<file path="src/rtl/adc_pkg.sv">
// Shared types and constants for the SAR ADC sequencer.
// The settle-counter width bounds SETTLE_CYCLES to 1..15 when SAR_SETTLE_EN is defined.
package adc_pkg;

   localparam int ADC_WIDTH    = 8;
   localparam int SETTLE_CNT_W = 4;

   typedef enum logic [1:0] {
      ST_IDLE,
      ST_SAMPLE,
      ST_BIT,
      ST_DONE
   } sar_state_t;

endpackage

</file>
<file path="src/rtl/sar_trial_reg.sv">
// Trial/result register for successive approximation: loads the MSB, then per decision
// keeps or clears the current bit and sets the next lower one.
module sar_trial_reg #(
   parameter int WIDTH = 8
) (
   input  logic             clk,
   input  logic             rst_n,
   input  logic             load_i,
   input  logic             decide_i,
   input  logic             cmp_gt_i,
   output logic [WIDTH-1:0] trial_o,
   output logic [WIDTH-1:0] trial_next_o,
   output logic             last_o
);

   localparam logic [WIDTH-1:0] MSB_ONLY = {1'b1, {(WIDTH-1){1'b0}}};

   logic [WIDTH-1:0] trial_reg;
   logic [WIDTH-1:0] trial_next;
   logic [WIDTH-1:0] mask_reg;
   logic [WIDTH-1:0] mask_next;

   // mask_reg is one-hot on the bit currently under test
   always_comb begin
      trial_next = trial_reg;
      mask_next  = mask_reg;
      if (load_i) begin
         trial_next = MSB_ONLY;
         mask_next  = MSB_ONLY;
      end else if (decide_i) begin
         mask_next  = mask_reg >> 1;
         trial_next = (cmp_gt_i ? trial_reg : (trial_reg & ~mask_reg)) | mask_next;
      end
   end

   always_ff @(posedge clk or negedge rst_n) begin
      if (!rst_n) begin
         trial_reg <= '0;
         mask_reg  <= '0;
      end else begin
         trial_reg <= trial_next;
         mask_reg  <= mask_next;
      end
   end

   assign trial_o      = trial_reg;
   assign trial_next_o = trial_next;
   assign last_o       = mask_reg[0];

endmodule

</file>
<file path="src/rtl/sar_adc_ctrl.sv">
// SAR conversion sequencer driving an external strict (Vin > Vref) comparator.
// Optional SAR_SETTLE_EN adds SETTLE_CYCLES hold cycles per bit before sampling cmp_gt_i.
module sar_adc_ctrl
   import adc_pkg::*;
#(
   parameter int WIDTH         = ADC_WIDTH,
   parameter int SETTLE_CYCLES = 1
) (
   input  logic             clk,
   input  logic             rst_n,
   input  logic             start_i,
   input  logic             cmp_gt_i,
   output logic             sample_o,
   output logic [WIDTH-1:0] vref_o,
   output logic             busy_o,
   output logic             done_o,
   output logic [WIDTH-1:0] result_o
);

   sar_state_t       state_reg;
   logic             bit_final;
   logic             load;
   logic             decide;
   logic             last_bit;
   logic [WIDTH-1:0] trial;
   logic [WIDTH-1:0] trial_next;

`ifdef SAR_SETTLE_EN
   logic [SETTLE_CNT_W-1:0] settle_cnt_reg;

   always_ff @(posedge clk or negedge rst_n) begin
      if (!rst_n) begin
         settle_cnt_reg <= '0;
      end else if (state_reg != ST_BIT || bit_final) begin
         settle_cnt_reg <= '0;
      end else begin
         settle_cnt_reg <= settle_cnt_reg + SETTLE_CNT_W'(1);
      end
   end

   assign bit_final = (settle_cnt_reg == SETTLE_CNT_W'(SETTLE_CYCLES));
`else
   logic unused_settle;
   assign unused_settle = (SETTLE_CYCLES != 0);
   assign bit_final     = 1'b1;
`endif

   assign load   = (state_reg == ST_SAMPLE);
   assign decide = (state_reg == ST_BIT) && bit_final;

   sar_trial_reg #(
      .WIDTH (WIDTH)
   ) u_trial (
      .clk          (clk),
      .rst_n        (rst_n),
      .load_i       (load),
      .decide_i     (decide),
      .cmp_gt_i     (cmp_gt_i),
      .trial_o      (trial),
      .trial_next_o (trial_next),
      .last_o       (last_bit)
   );

   // vref is trial-1 so the strict comparator answers "Vin >= trial"
   always_ff @(posedge clk or negedge rst_n) begin
      if (!rst_n) begin
         state_reg <= ST_IDLE;
         sample_o  <= 1'b0;
         busy_o    <= 1'b0;
         done_o    <= 1'b0;
         vref_o    <= '0;
         result_o  <= '0;
      end else begin
         sample_o <= 1'b0;
         done_o   <= 1'b0;
         case (state_reg)
            ST_IDLE: begin
               if (start_i) begin
                  state_reg <= ST_SAMPLE;
                  sample_o  <= 1'b1;
                  busy_o    <= 1'b1;
               end
            end
            ST_SAMPLE: begin
               state_reg <= ST_BIT;
               vref_o    <= trial_next - WIDTH'(1);
            end
            ST_BIT: begin
               if (decide) begin
                  if (last_bit) begin
                     state_reg <= ST_DONE;
                     busy_o    <= 1'b0;
                     done_o    <= 1'b1;
                     vref_o    <= '0;
                     result_o  <= trial_next;
                  end else begin
                     vref_o <= trial_next - WIDTH'(1);
                  end
               end
            end
            ST_DONE: begin
               if (start_i) begin
                  state_reg <= ST_SAMPLE;
                  sample_o  <= 1'b1;
                  busy_o    <= 1'b1;
               end else begin
                  state_reg <= ST_IDLE;
               end
            end
            default: state_reg <= ST_IDLE;
         endcase
      end
   end

   logic unused_trial;
   assign unused_trial = ^trial;

endmodule

</file>
<file path="config.mk">
export PLATFORM = sky130hd
export DESIGN_NAME = sar_adc_ctrl
export DESIGN_NICKNAME = d
export VERILOG_FILES = /design/src/rtl/adc_pkg.sv /design/src/rtl/sar_trial_reg.sv /design/src/rtl/sar_adc_ctrl.sv
export SDC_FILE = /design/constraint.sdc
export NUM_CORES = 1
export LEC_CHECK = 0
export ABC_AREA = 1
export ABC_CLOCK_PERIOD_IN_PS = 5150
export CAP_MARGIN = 15
export CORE_MARGIN = 3
export CORE_UTILIZATION = 30
export DETAILED_ROUTE_END_ITERATION = 16
export PLACE_DENSITY = 0.57
export SYNTH_ARGS = -nofsm -noshare
export SYNTH_HDL_FRONTEND = slang
export SYNTH_SLANG_ARGS = --single-unit
</file>
<file path="constraint.sdc">
create_clock -name clk -period 5.15 [get_ports clk]
set_input_delay 1.03 -clock clk [delete_from_list [all_inputs] [get_ports clk]]
set_output_delay 1.03 -clock clk [all_outputs]
set_load 0.01 [all_outputs]
</file>
==> impl_metrics.ini <==
[global_route]
grtUsageTotal_pct = 11.7
antenna_found_initial = 0
grt_pass1_wl_um = 6550
grt_pass1_vias = 1317
grt_max_degree = 38
grt_overflow = 0

[finish]
nets = 238
drive_gt1_share_pct = 17.2
num_antenna_cells = 0
final_cell_mix = nand2_1 (55), dfrtp_1 (37), clkdlybuf4s50_1 (21)
design_area_um2 = 2200
syn_to_final_growth_pct = 16.3
layout.cells.non_filler = 302
layout_commonest_cell = nand2_1

[cts]
cts_buffers = 5
cts_root_buf = clkbuf_8
postCtsSetupRepairBufs = 0
clk_path_buf_depth = 2
ctsResizeCount = 0
cts.htree.levels = 2
clkTransAtPathRegs_ns = 0.07
clk_latency_ns = 0.29
ctsHoldBuffers = 0
cts_tree = built
cts.sinks = 37

[place]
post-place-ws_ns = 2.36
place_congestion = 0.770
portBuffers = 22
post-place-cells = 296
dpl.hpwl_um = 2690
dpl-instance-area_um2 = 2130

[worst_hold_path]
hold-path-cell-count = 2
min_from = vref_o[5]
min_to = vref_o[5]
hold_path_class = register to register

[synth]
yosys_warnings = 0
ys_seq_elements = 37
syn_area_um2 = 1890
yosysSeqAreaShare_pct = 48.9
synth_cell_types = 26
avgSynthCellArea_um2 = 9.18
synth_nets = 216
synthesis.instances = 206

[timing]
setup_violations = 0
timing.slew.headroom_pct = 43.9
slew_viol_final = 0
worst_pin_slew_ns = 0.842
fin_tns_setup_ns = 0
fin_ws_ns = 2.51
period_share_pct = 51.3
fin_skew_ns = 0.00620
rsz0062_at_grt = no
hold_violations = 0
period_minus_slack_ns = 2.64
fmax_ghz = 0.378

[power_and_ir_drop]
p_comb_share_pct = 57.5
power.switching_mw = 0.742
p_int_mw = 0.901
p_leak_nw = 1.06
seq_power_share_pct = 31.3
vdd_drop_max_v = 0.000220
total_power_mw = 1.64
powerDensity_nw_per_um2 = 747
swShare_pct = 45.1
clkPwrFrac_pct = 11.2

[routing]
drc = 0
dr_total_vias = 1353
wl_um = 3730
wire_per_inst_um = 12.4
dr.pass1.iters = 4
ant_nets = 0
viasPerCell = 4.48
first_iter_violations = 110

[run]
maxCapViolCount = 0

[critical_path]
ff2ff_setup_slack_ns = 2.51
crit_required_ns = 5.33
crit_arrival_ns = 2.83
start_kind = register
path_class = register to register
worst_r2r_endpoint = vref_o[6]
rr_worst_depth = 14
end_kind = register
worstPathMaxFanout = 16
worstReg2RegStart = state_reg[0]

[floorplan]
boundaryPins = 23
die_x_um = 85.4
coreArea_um2 = 6030
start_util_pct = 31.4
dieArea_um2 = 7290
die_h_um = 85.4
fp-row-count = 28

[status]
status = finished clean
[worst max path at each step]
stage	start	end	slack (ns)	depth (start not counted)
floorplan	cmp_gt_i	vref_o[6]	3.01	13
global placement	cmp_gt_i	vref_o[6]	2.38	14
detailed placement	cmp_gt_i	vref_o[6]	2.36	14
CTS	state_reg[0]	vref_o[6]	2.48	14
global route	state_reg[0]	vref_o[6]	2.20	14
finish	state_reg[0]	vref_o[6]	2.51	14
[power groups by stage]
stage / combinational [mW] / sequential, mW / clock, mW
2_1_floorplan: 0.686 / 0.540 / 0
3_5_place_dp: 0.960 / 0.521 / 0
6_report: 0.945 / 0.514 / 0.184
4_1_cts: 0.964 / 0.517 / 0.194
5_1_grt: 1.08 / 0.533 / 0.206
3_3_place_gp: 0.949 / 0.518 / 0
[metal layers]
metal  track usage (%)  part of all wire, %  wire length [µm]
met5                 0                    0                 0
met4              6.04                  2.4                88
met3              2.91                  3.5               129
met2              17.7                   44              1640
met1              15.5                   50              1880
[per-stage QoR]
step,hold WS [ns],utilization [%]
after floorplan,0.469,-
after detailed placement,0.466,35.3
after global routing,0.515,36.5
after CTS,0.489,36.5
final,0.482,36.5
after global placement,0.464,35.3
[critical path, stage by stage (launching register included)]
cell and delay [ns]:
dfrtp_1 0.41, inv_1 0.13, ha_1 0.70, nand2_1 0.23, o21ai_2 0.20, nand2_4 0.08
inv_6 0.07, ha_1 0.14, inv_1 0.07, nor3_4 0.23, nand2_1 0.07, nand2_1 0.06
nand2_1 0.04, nand2_1 0.05, nand2_1 0.05
[logic make-up (layout without fill, tap and decap cells)]
| family | Yosys count | count (layout) | synth area share (%) |
|---|---|---|---|
| AND/OR/NAND/NOR | 104 | 104 | 29.7 |
| XOR/XNOR | 2 | 2 | 0.926 |
| adder cells (fa/ha/maj) | 6 | 6 | 3.97 |
| flip-flops | 37 | 37 | 48.9 |
| AO/OA/AOI/OAI | 24 | 24 | 6.81 |
| buffers and inverters | 33 | 54 | 9.66 |
[cell usage after synthesis (all sizes together)]
library cell	number	area share, %
xor2	2	0.93
inv	25	5.5
nor2	16	4.4
dfrtp	37	49
nand3	21	8.6
o22ai	2	0.66
nand2	66	16
a21oi	3	0.79
clkinv	1	0.20
ha	6	4.0
o21ai	18	5.0
clkbuf	2	0.40
nor3	1	0.86
o211ai	1	0.40
buf	5	3.6
[layout make-up]
class                      count  area [µm²]
clock buffer                   5        68.8
clock inverter                 1        5.00
fill                         633        3830
inverter                      26         108
multi-input combinational    136         783
sequential                    37         926
tap                           75        93.8
timing repair buffer          22         215
(Power assumes the default switching activity.)
